==> src/rtl/uart_stim_pkg.sv <==
// uart_stim_pkg: FSM states and parity modes shared by the UART stimulus transmitter.
package uart_stim_pkg;
    typedef enum logic [2:0] {S_IDLE, S_START, S_DATA, S_PARITY, S_STOP, S_GAP, S_BREAK} state_t;
    localparam int PAR_NONE = 0;
    localparam int PAR_EVEN = 1;
    localparam int PAR_ODD  = 2;
endpackage

==> src/rtl/uart_stim_fifo.sv <==
// uart_stim_fifo: synchronous first-word-fall-through FIFO with occupancy count.
module uart_stim_fifo #(
    parameter int DEPTH = 16,
    parameter int WIDTH = 8
) (
    input  logic                   clk,
    input  logic                   rst,
    input  logic                   i_wr,
    input  logic [WIDTH-1:0]       i_din,
    input  logic                   i_rd,
    output logic [WIDTH-1:0]       o_dout,
    output logic                   o_full,
    output logic                   o_empty,
    output logic [$clog2(DEPTH):0] o_level
);
    localparam int AW = $clog2(DEPTH);
    logic [WIDTH-1:0] r_mem [DEPTH];
    logic [AW:0] r_wp, r_rp;
    logic w_we, w_re;
    assign o_full  = (r_wp[AW] != r_rp[AW]) && (r_wp[AW-1:0] == r_rp[AW-1:0]);
    assign o_empty = r_wp == r_rp;
    assign o_level = r_wp - r_rp;
    assign o_dout  = r_mem[r_rp[AW-1:0]];
    assign w_we    = i_wr && !o_full;
    assign w_re    = i_rd && !o_empty;
    always_ff @(posedge clk or posedge rst)
        if (rst) begin
            r_wp <= '0;
            r_rp <= '0;
        end else begin
            if (w_we) r_wp <= r_wp + 1'b1;
            if (w_re) r_rp <= r_rp + 1'b1;
        end
    always_ff @(posedge clk)
        if (w_we) r_mem[r_wp[AW-1:0]] <= i_din;
endmodule

==> src/rtl/uart_stim_tx.sv <==
// uart_stim_tx: FIFO-fed UART transmitter driving rx stimulus; tx is registered, idle high.
// Define UART_STIM_BREAK_EN to add the i_brk_req line-break generator (BREAK_BITS low bit times).
module uart_stim_tx
    import uart_stim_pkg::*;
#(
    parameter int CLKS_PER_BIT = 20,
    parameter int DATA_BITS    = 8,
    parameter int PARITY       = PAR_NONE,
    parameter int STOP_BITS    = 1,
    parameter int IDLE_BITS    = 0,
    parameter int FIFO_DEPTH   = 16
`ifdef UART_STIM_BREAK_EN
    , parameter int BREAK_BITS = 12
`endif
) (
    input  logic                          clk,
    input  logic                          rst,
    input  logic                          i_wr_en,
    input  logic [DATA_BITS-1:0]          i_wr_data,
`ifdef UART_STIM_BREAK_EN
    input  logic                          i_brk_req,
`endif
    output logic                          o_full,
    output logic                          o_ovf,
    output logic [$clog2(FIFO_DEPTH):0]   o_level,
    output logic                          o_busy,
    output logic                          o_tx
);
    localparam int CW = (CLKS_PER_BIT > 1) ? $clog2(CLKS_PER_BIT) : 1;
    localparam logic [CW-1:0] CNT_TOP = CW'(CLKS_PER_BIT - 1);
    state_t r_state, w_nx;
    logic [CW-1:0] r_cnt;
    logic [15:0] r_bit, w_lim;
    logic [DATA_BITS-1:0] r_sr, w_dout;
    logic r_par, r_brk, r_tx, r_ovf;
    logic w_empty, w_pop, w_end, w_last, w_brk_go, w_tx;

`ifdef UART_STIM_BREAK_EN
    assign w_brk_go = i_brk_req;
`else
    assign w_brk_go = 1'b0;
`endif

    uart_stim_fifo #(.DEPTH(FIFO_DEPTH), .WIDTH(DATA_BITS)) u_fifo (
        .clk     (clk),
        .rst     (rst),
        .i_wr    (i_wr_en),
        .i_din   (i_wr_data),
        .i_rd    (w_pop),
        .o_dout  (w_dout),
        .o_full  (o_full),
        .o_empty (w_empty),
        .o_level (o_level)
    );

    always_comb begin
        w_lim = '0;
        w_nx  = r_state;
        w_tx  = 1'b1;
        case (r_state)
            S_DATA:  w_lim = 16'(DATA_BITS - 1);
            S_STOP:  w_lim = 16'(STOP_BITS - 1);
            S_GAP:   w_lim = 16'(IDLE_BITS - 1);
`ifdef UART_STIM_BREAK_EN
            S_BREAK: w_lim = 16'(BREAK_BITS - 1);
`endif
            default: w_lim = '0;
        endcase
        w_end  = r_cnt == '0;
        w_last = w_end && (r_bit == w_lim);
        case (r_state)
            S_IDLE:   w_nx = w_brk_go ? S_BREAK : w_empty ? S_IDLE : S_START;
            S_START:  begin w_tx = 1'b0; if (w_end) w_nx = S_DATA; end
            S_DATA:   begin w_tx = r_sr[0]; if (w_last) w_nx = (PARITY != PAR_NONE) ? S_PARITY : S_STOP; end
            S_PARITY: begin w_tx = r_par; if (w_end) w_nx = S_STOP; end
            S_STOP:   if (w_last) w_nx = (IDLE_BITS != 0 && !r_brk) ? S_GAP : w_empty ? S_IDLE : S_START;
            S_GAP:    if (w_last) w_nx = w_empty ? S_IDLE : S_START;
`ifdef UART_STIM_BREAK_EN
            S_BREAK:  begin w_tx = 1'b0; if (w_last) w_nx = S_STOP; end
`endif
            default:  w_nx = S_IDLE;
        endcase
        // every entry into START is a pop, which also covers back-to-back frames
        w_pop = (w_nx == S_START) && (r_state != S_START);
    end

    always_ff @(posedge clk or posedge rst)
        if (rst) begin
            r_state <= S_IDLE;
            r_cnt   <= '0;
            r_bit   <= '0;
            r_sr    <= '0;
            r_par   <= 1'b0;
            r_brk   <= 1'b0;
            r_tx    <= 1'b1;
            r_ovf   <= 1'b0;
        end else begin
            r_state <= w_nx;
            r_cnt   <= (r_state == S_IDLE || w_end) ? CNT_TOP : r_cnt - 1'b1;
            r_bit   <= (w_nx != r_state) ? '0 : r_bit + 16'(w_end);
            r_sr    <= w_pop ? w_dout : (r_state == S_DATA && w_end) ? r_sr >> 1 : r_sr;
            if (w_pop) r_par <= ^w_dout ^ (PARITY == PAR_ODD);
            r_brk   <= (w_nx == S_BREAK) || (r_brk && w_nx != S_IDLE && w_nx != S_START);
            r_tx    <= w_tx;
            r_ovf   <= i_wr_en && o_full;
        end

    assign o_tx   = r_tx;
    assign o_ovf  = r_ovf;
    assign o_busy = (r_state != S_IDLE) || !w_empty;
endmodule

==> config.mk <==
export PLATFORM = sky130hd
export DESIGN_NAME = uart_stim_tx
export DESIGN_NICKNAME = d
export VERILOG_FILES = /design/src/rtl/uart_stim_pkg.sv /design/src/rtl/uart_stim_fifo.sv /design/src/rtl/uart_stim_tx.sv
export SDC_FILE = /design/constraint.sdc
export NUM_CORES = 1
export LEC_CHECK = 0
export ABC_AREA = 1
export CAP_MARGIN = 25
export CELL_PAD_IN_SITES_DETAIL_PLACEMENT = 1
export CELL_PAD_IN_SITES_GLOBAL_PLACEMENT = 1
export CORE_MARGIN = 2
export CORE_UTILIZATION = 52
export CTS_CLUSTER_DIAMETER = 120
export DETAILED_ROUTE_END_ITERATION = 10
export PLACE_DENSITY_LB_ADDON = 0.1
export SYNTH_ARGS = -nofsm -noshare
export SYNTH_HDL_FRONTEND = slang
export SYNTH_SLANG_ARGS = --single-unit
==> constraint.sdc <==
create_clock -name clk -period 6.1 [get_ports clk]
set_input_delay 1.22 -clock clk [delete_from_list [all_inputs] [get_ports clk]]
set_output_delay 1.22 -clock clk [all_outputs]
set_load 0.03 [all_outputs]
# After elaboration in Yosys (flattened, before gate mapping)
# Memories as Yosys holds them, arrays and structs flattened.
# Cells that the tools add are included.
totals:
  mem_bits_rw: 128
  n_memories: 1
  in_bits: 11
  wordCells: 58
  reg_bits: 45
  output_inout_bits: 9
classes:
  reduce_logical: 17
  eq_ne: 12
  addsub: 5
  mux: 14
memory_table:
  columns: ["name", "depth", "word_bits", "read_ports", "rd_clocked_by_memory_dff", "write_ports", "line", "source"]
  rows:
  - ["u_fifo.r_mem", 16, 8, 1, 0, 1, "uart_stim_fifo.sv:17", "logic [WIDTH-1:0] r_mem [DEPTH];"]
ops:
  columns: ["operator", "count"]
  rows:
  - ["16-bit one-hot mux with 2 select lines", 1]
  - ["16-bit by 1-bit adder with 16-bit output", 1]
  - ["16-bit equality test", 1]
  - ["16-bit two-way mux", 1]
  - ["8-bit two-way mux", 2]
  - ["3-bit one-hot mux with 5 select lines", 1]
  - ["3-bit two-way mux", 4]
  - ["5-bit by 1-bit adder with 5-bit output (second input constant)", 2]
  - ["8-bit XOR reduction", 1]
  - ["1-bit logical AND", 7]
  - ["3-bit by 1-bit equality test with 1-bit output (second input constant)", 2]
  - ["3-bit by 2-bit equality test with 1-bit output (second input constant)", 2]
  - ["3-bit equality test (second input constant)", 2]
  - ["5-bit equality test", 1]
  - ["5-bit logical NOT", 1]
  - ["5-bit two-way mux", 1]
  - ["5-bit by 1-bit subtractor with 5-bit output (second input constant)", 1]
  - ["5-bit subtractor", 1]
  - ["4-bit equality test", 1]
  - ["3-bit logical NOT", 1]
  - ["1-bit two-way mux", 3]
  - ["3-bit by 1-bit inequality test with 1-bit output (second input constant)", 1]
  - ["3-bit inequality test", 1]
  - ["1-bit one-hot mux with 3 select lines", 1]
  - ["6 further kinds", 8]

# Depth between registers and ports, before layout
logic_depth:
  word_depth: 9
  mapped_depth: 18
  depth_no_buf: 16

# Modules after synthesis
# From an unflattened synthesis, not the netlist that was laid out.
unflattened:
  hier_cells: 929
  area_unflattened_um2: 8484.4
by_module_without_submodules:
  columns: ["mod", "area_each_um2", "n_inst", "seq_area_each_um2", "cells_per_inst"]
  rows:
  - ["uart_stim_fifo", 6392.4, 1, 4093.9, 659]
  - ["uart_stim_tx", 2092.0, 1, 877.1, 270]

# Least setup slack after synthesis
# Ideal clock, no wire load.
synth_timing:
  kind: "reg2out"
  startpoint: "register u_fifo.r_rp[3]"
  endpoint: "output port o_level[4]"
  path_buffers: 2
  arrival_ps: 1989
  required_time_ps: 4880
  setup_slack_ps: 2891
  path_stages_with_launch: 8
  cell_sequence: "dfrtp_1 -> buf_2 -> clkinv_1 -> clkbuf_1 -> ha_1 -> a21oi_1 -> o21ai_0 -> xnor2_1"
synth_via:
  elab_chain_len: 1
synth_rtl:
  columns: ["item", "line", "source"]
  rows:
  - ["start: declaration", "uart_stim_fifo.sv:18", "logic [AW:0] r_wp, r_rp;"]
  - ["start signal: assignment", "uart_stim_fifo.sv:32", "if (w_re) r_rp <= r_rp + 1'b1;"]
  - ["5-bit subtractor", "uart_stim_fifo.sv:22", "assign o_level = r_wp - r_rp;"]
  - ["end: declaration", "uart_stim_tx.sv:25", "output logic [$clog2(FIFO_DEPTH):0] o_level,"]
# Every way passes these cells.

# Worst setup path in the final report
layout_timing:
  startpoint: "register u_fifo.r_rp[3]"
  endpoint: "output port o_full"
layout_via:
  elab_chain_len: 2
layout_rtl:
  columns: ["item", "line", "source"]
  rows:
  - ["4-bit equality test", "uart_stim_fifo.sv:20", "assign o_full = (r_wp[AW] != r_rp[AW]) && (r_wp[AW-1:0] == r_rp[AW-1:0]);"]
  - ["1-bit logical AND", "uart_stim_fifo.sv:20", null]
  - ["end: declaration", "uart_stim_tx.sv:23", "output logic o_full,"]
# Every way passes these cells.

==> results.ini <==
[outcome]
status=completed

[sta]
min_period_ns=4.733
finClkSkew_ns=0.01004
min_period_over_period_pct=77.59
tns_ns=0
fin_ws_ns=1.367
max_slew_margin_pct=31.81
slew_viol_final=0
hold_viol=0
holdWs_ns=0.4875
rsz0062_at_grt=false
setup_viol=0
clock.fmax_ghz=0.2113
tightest_slew_ns=1.015

[critical_path]
critPathCapture=o_full
r2r_slack_ns=2.09
critPathLaunchType=flop
r2r_start=u_fifo.r_rp[3]$_DFFE_PP0P_
critical_path.max_fanout=18
cp_data_arrival_time_ns=3.51
end_kind=output port
cp-startpoint=u_fifo.r_rp[3]$_DFFE_PP0P_
required_ns=4.88
reg2reg_depth=9
worstSetupPathType=flop to output port
r2r-end=u_fifo.r_mem[15][3]$_DFFE_PP_

[worst_hold_path]
min_delay_path_depth=1
hold_path.class=flop to flop

[detailed_routing]
viasPerCell=5.445
drc_errors=0
drt-initial-drc-count=401
num_vias=6245
routedWlPerCell_um=20.37
routed_wl_mm=23.36
ant_nets=0
firstDrtPassIters=4

[power_and_ir_drop]
p_seq_share_pct=46.9
combPwrFrac_pct=17.1
p_leak_nw=4.065
p_per_area_mw_per_mm2=320.0
switching_share_pct=30.17
clock_power_share_pct=36.1
switching_power_w=0.0009160
peakVddDrop_uv=232.3
internal_power_w=0.002120

[floorplanning]
core_area_mm2=0.01594
start_util_pct=53.39
io_pins=20
die_h_um=131.9
std_cell_rows=46
fp.dieArea_mm2=0.01741
die_w_um=131.9

[clock_network]
ctsResizeCount=0
cts_tree=built
htree_levels=4
clock_latency_ns=0.44
clock_sinks=173
clock-root-buffer=clkbuf_16
clock_path_buffers=2
postCtsSetupRepairBufs=0
cts_hold_buf=0
cts.clk_slew.worst_paths_ns=0.07
cts_buffers=17

[synth]
synth_top_flop_cell=edfxtp_1
synth-seq-cells=173
syn-num-nets=933
syn_area_mm2=0.008512
ys_async_sr_fraction_pct=26.01
synth_edf_count=128
syn_inst=908
ys_seq_area_share_pct=58.40
ys_warn_count=0
syn_avg_cell_area_um2=9.374
synth_cell_types=39

[finish]
drive_gt1_share_pct=8.056
fill_cells=1794
layout_common_cells=nand2_1 (280), edfxtp_1 (128), inv_1 (115), nand3_1 (105), nor2_1 (58)
final_common_cell=nand2_1
fin_nets=943
layout-area-overhead-vs-synth_pct=11.48
layout.cells.non_filler=1147
postLayoutCoreUtil_pct=59.52
antenna_cells=0

[global_route]
grt_pass1_vias=6630
gr-usage-all-layers_pct=27.85
grt_max_degree=82
grt_pass1_wl_mm=36.58
antenna_found_initial=0
globalRouteOverflowTotal=0

[placed_design]
port_buffers=19
dp.cells=1112
place_congestion=0.9543
dp_hpwl_mm=15.39
dpl_worst_slack_ns=1.897

[run]
maxCapViolCount=0

per-layer routing:
metal	global-route usage (%)	vias to the layer above	share of wire, %
li1	-	2959	-
met1	36.45	3119	43
met2	47.14	132	51
met3	4.767	35	4.0
met4	9.722	0	2.3
met5	0	-	0
critical path, stage by stage, from the launching register on:
cell             delay (ns)
dfrtp_1                0.72
clkinv_1               0.63
ha_1                   0.59
nand4_1                0.17
nor2_1                 0.24
clkdlybuf4s50_1        0.71
per-stage QoR:
step	power, W	instance area [um2]
final	0.003036	9489
after floorplan	0.001733	8512
after global routing	0.003137	9489
after global placement	0.001926	8820
after CTS	0.003044	9414
after detailed placement	0.001953	8820
worst min path at each step:
stage | startpoint | to | slack, ns
finish | r_cnt[0]$_DFF_PP0_ | r_cnt[0]$_DFF_PP0_ | 0.49
global route | u_fifo.r_rp[4]$_DFFE_PP0P_ | u_fifo.r_rp[4]$_DFFE_PP0P_ | 0.50
CTS | u_fifo.r_rp[4]$_DFFE_PP0P_ | u_fifo.r_rp[4]$_DFFE_PP0P_ | 0.49
detailed placement | u_fifo.r_rp[4]$_DFFE_PP0P_ | u_fifo.r_rp[4]$_DFFE_PP0P_ | 0.48
global placement | r_cnt[0]$_DFF_PP0_ | r_cnt[0]$_DFF_PP0_ | 0.45
floorplan | r_cnt[0]$_DFF_PP0_ | r_cnt[0]$_DFF_PP0_ | 0.43
power groups by stage:
stage / Combinational (W) / Sequential (W) / Clock, W
6_report: 0.000518 / 0.00142 / 0.00110
5_1_grt: 0.000560 / 0.00143 / 0.00115
4_1_cts: 0.000513 / 0.00142 / 0.00111
3_5_place_dp: 0.000507 / 0.00145 / 0
3_3_place_gp: 0.000486 / 0.00144 / 0
2_1_floorplan: 0.000305 / 0.00143 / 0
registers in the layout, summed over array words and instances, names as in the netlist, 3 cells and up:
signal and cells:
u_fifo.r_mem 128, r_state 3, u_fifo.r_rp 5, u_fifo.r_wp 5, r_cnt 5, r_bit 16
r_sr 8
cells by family after synthesis:
family / count (synthesis) / share of synthesized area, %
fa+ha+maj: 14 / 2.146
buf+inv: 154 / 7.364
compound gates: 44 / 3.307
xor+xnor: 23 / 2.367
flops: 173 / 58.40
simple gates: 500 / 26.41
cells in the mapped netlist, types with 11 or more instances:
master | count | area [um2]
nand3_1 | 105 | 525.5
nor3_1 | 12 | 60.06
o211ai_1 | 19 | 142.6
nor2_1 | 58 | 217.7
xor2_1 | 18 | 157.7
nor2_4 | 11 | 123.9
inv_1 | 116 | 435.4
ha_1 | 13 | 162.7
buf_2 | 20 | 100.1
edfxtp_1 | 128 | 3844
nand2_1 | 280 | 1051
dfrtp_1 | 44 | 1101
cell type report:
| type | instances | area (um2) | share of cell area (%) |
|---|---|---|---|
| multi-input cells | 581 | 2914 | 30.71 |
| clock buffers | 17 | 425.4 | 4.483 |
| repair buffers | 25 | 287.8 | 3.033 |
| clock inverters | 15 | 168.9 | 1.780 |
| well taps | 216 | 270.3 | 2.848 |
| inverters | 120 | 450.4 | 4.747 |
| flip-flops and latches | 173 | 4972 | 52.40 |
(Power assumes the default switching activity.)
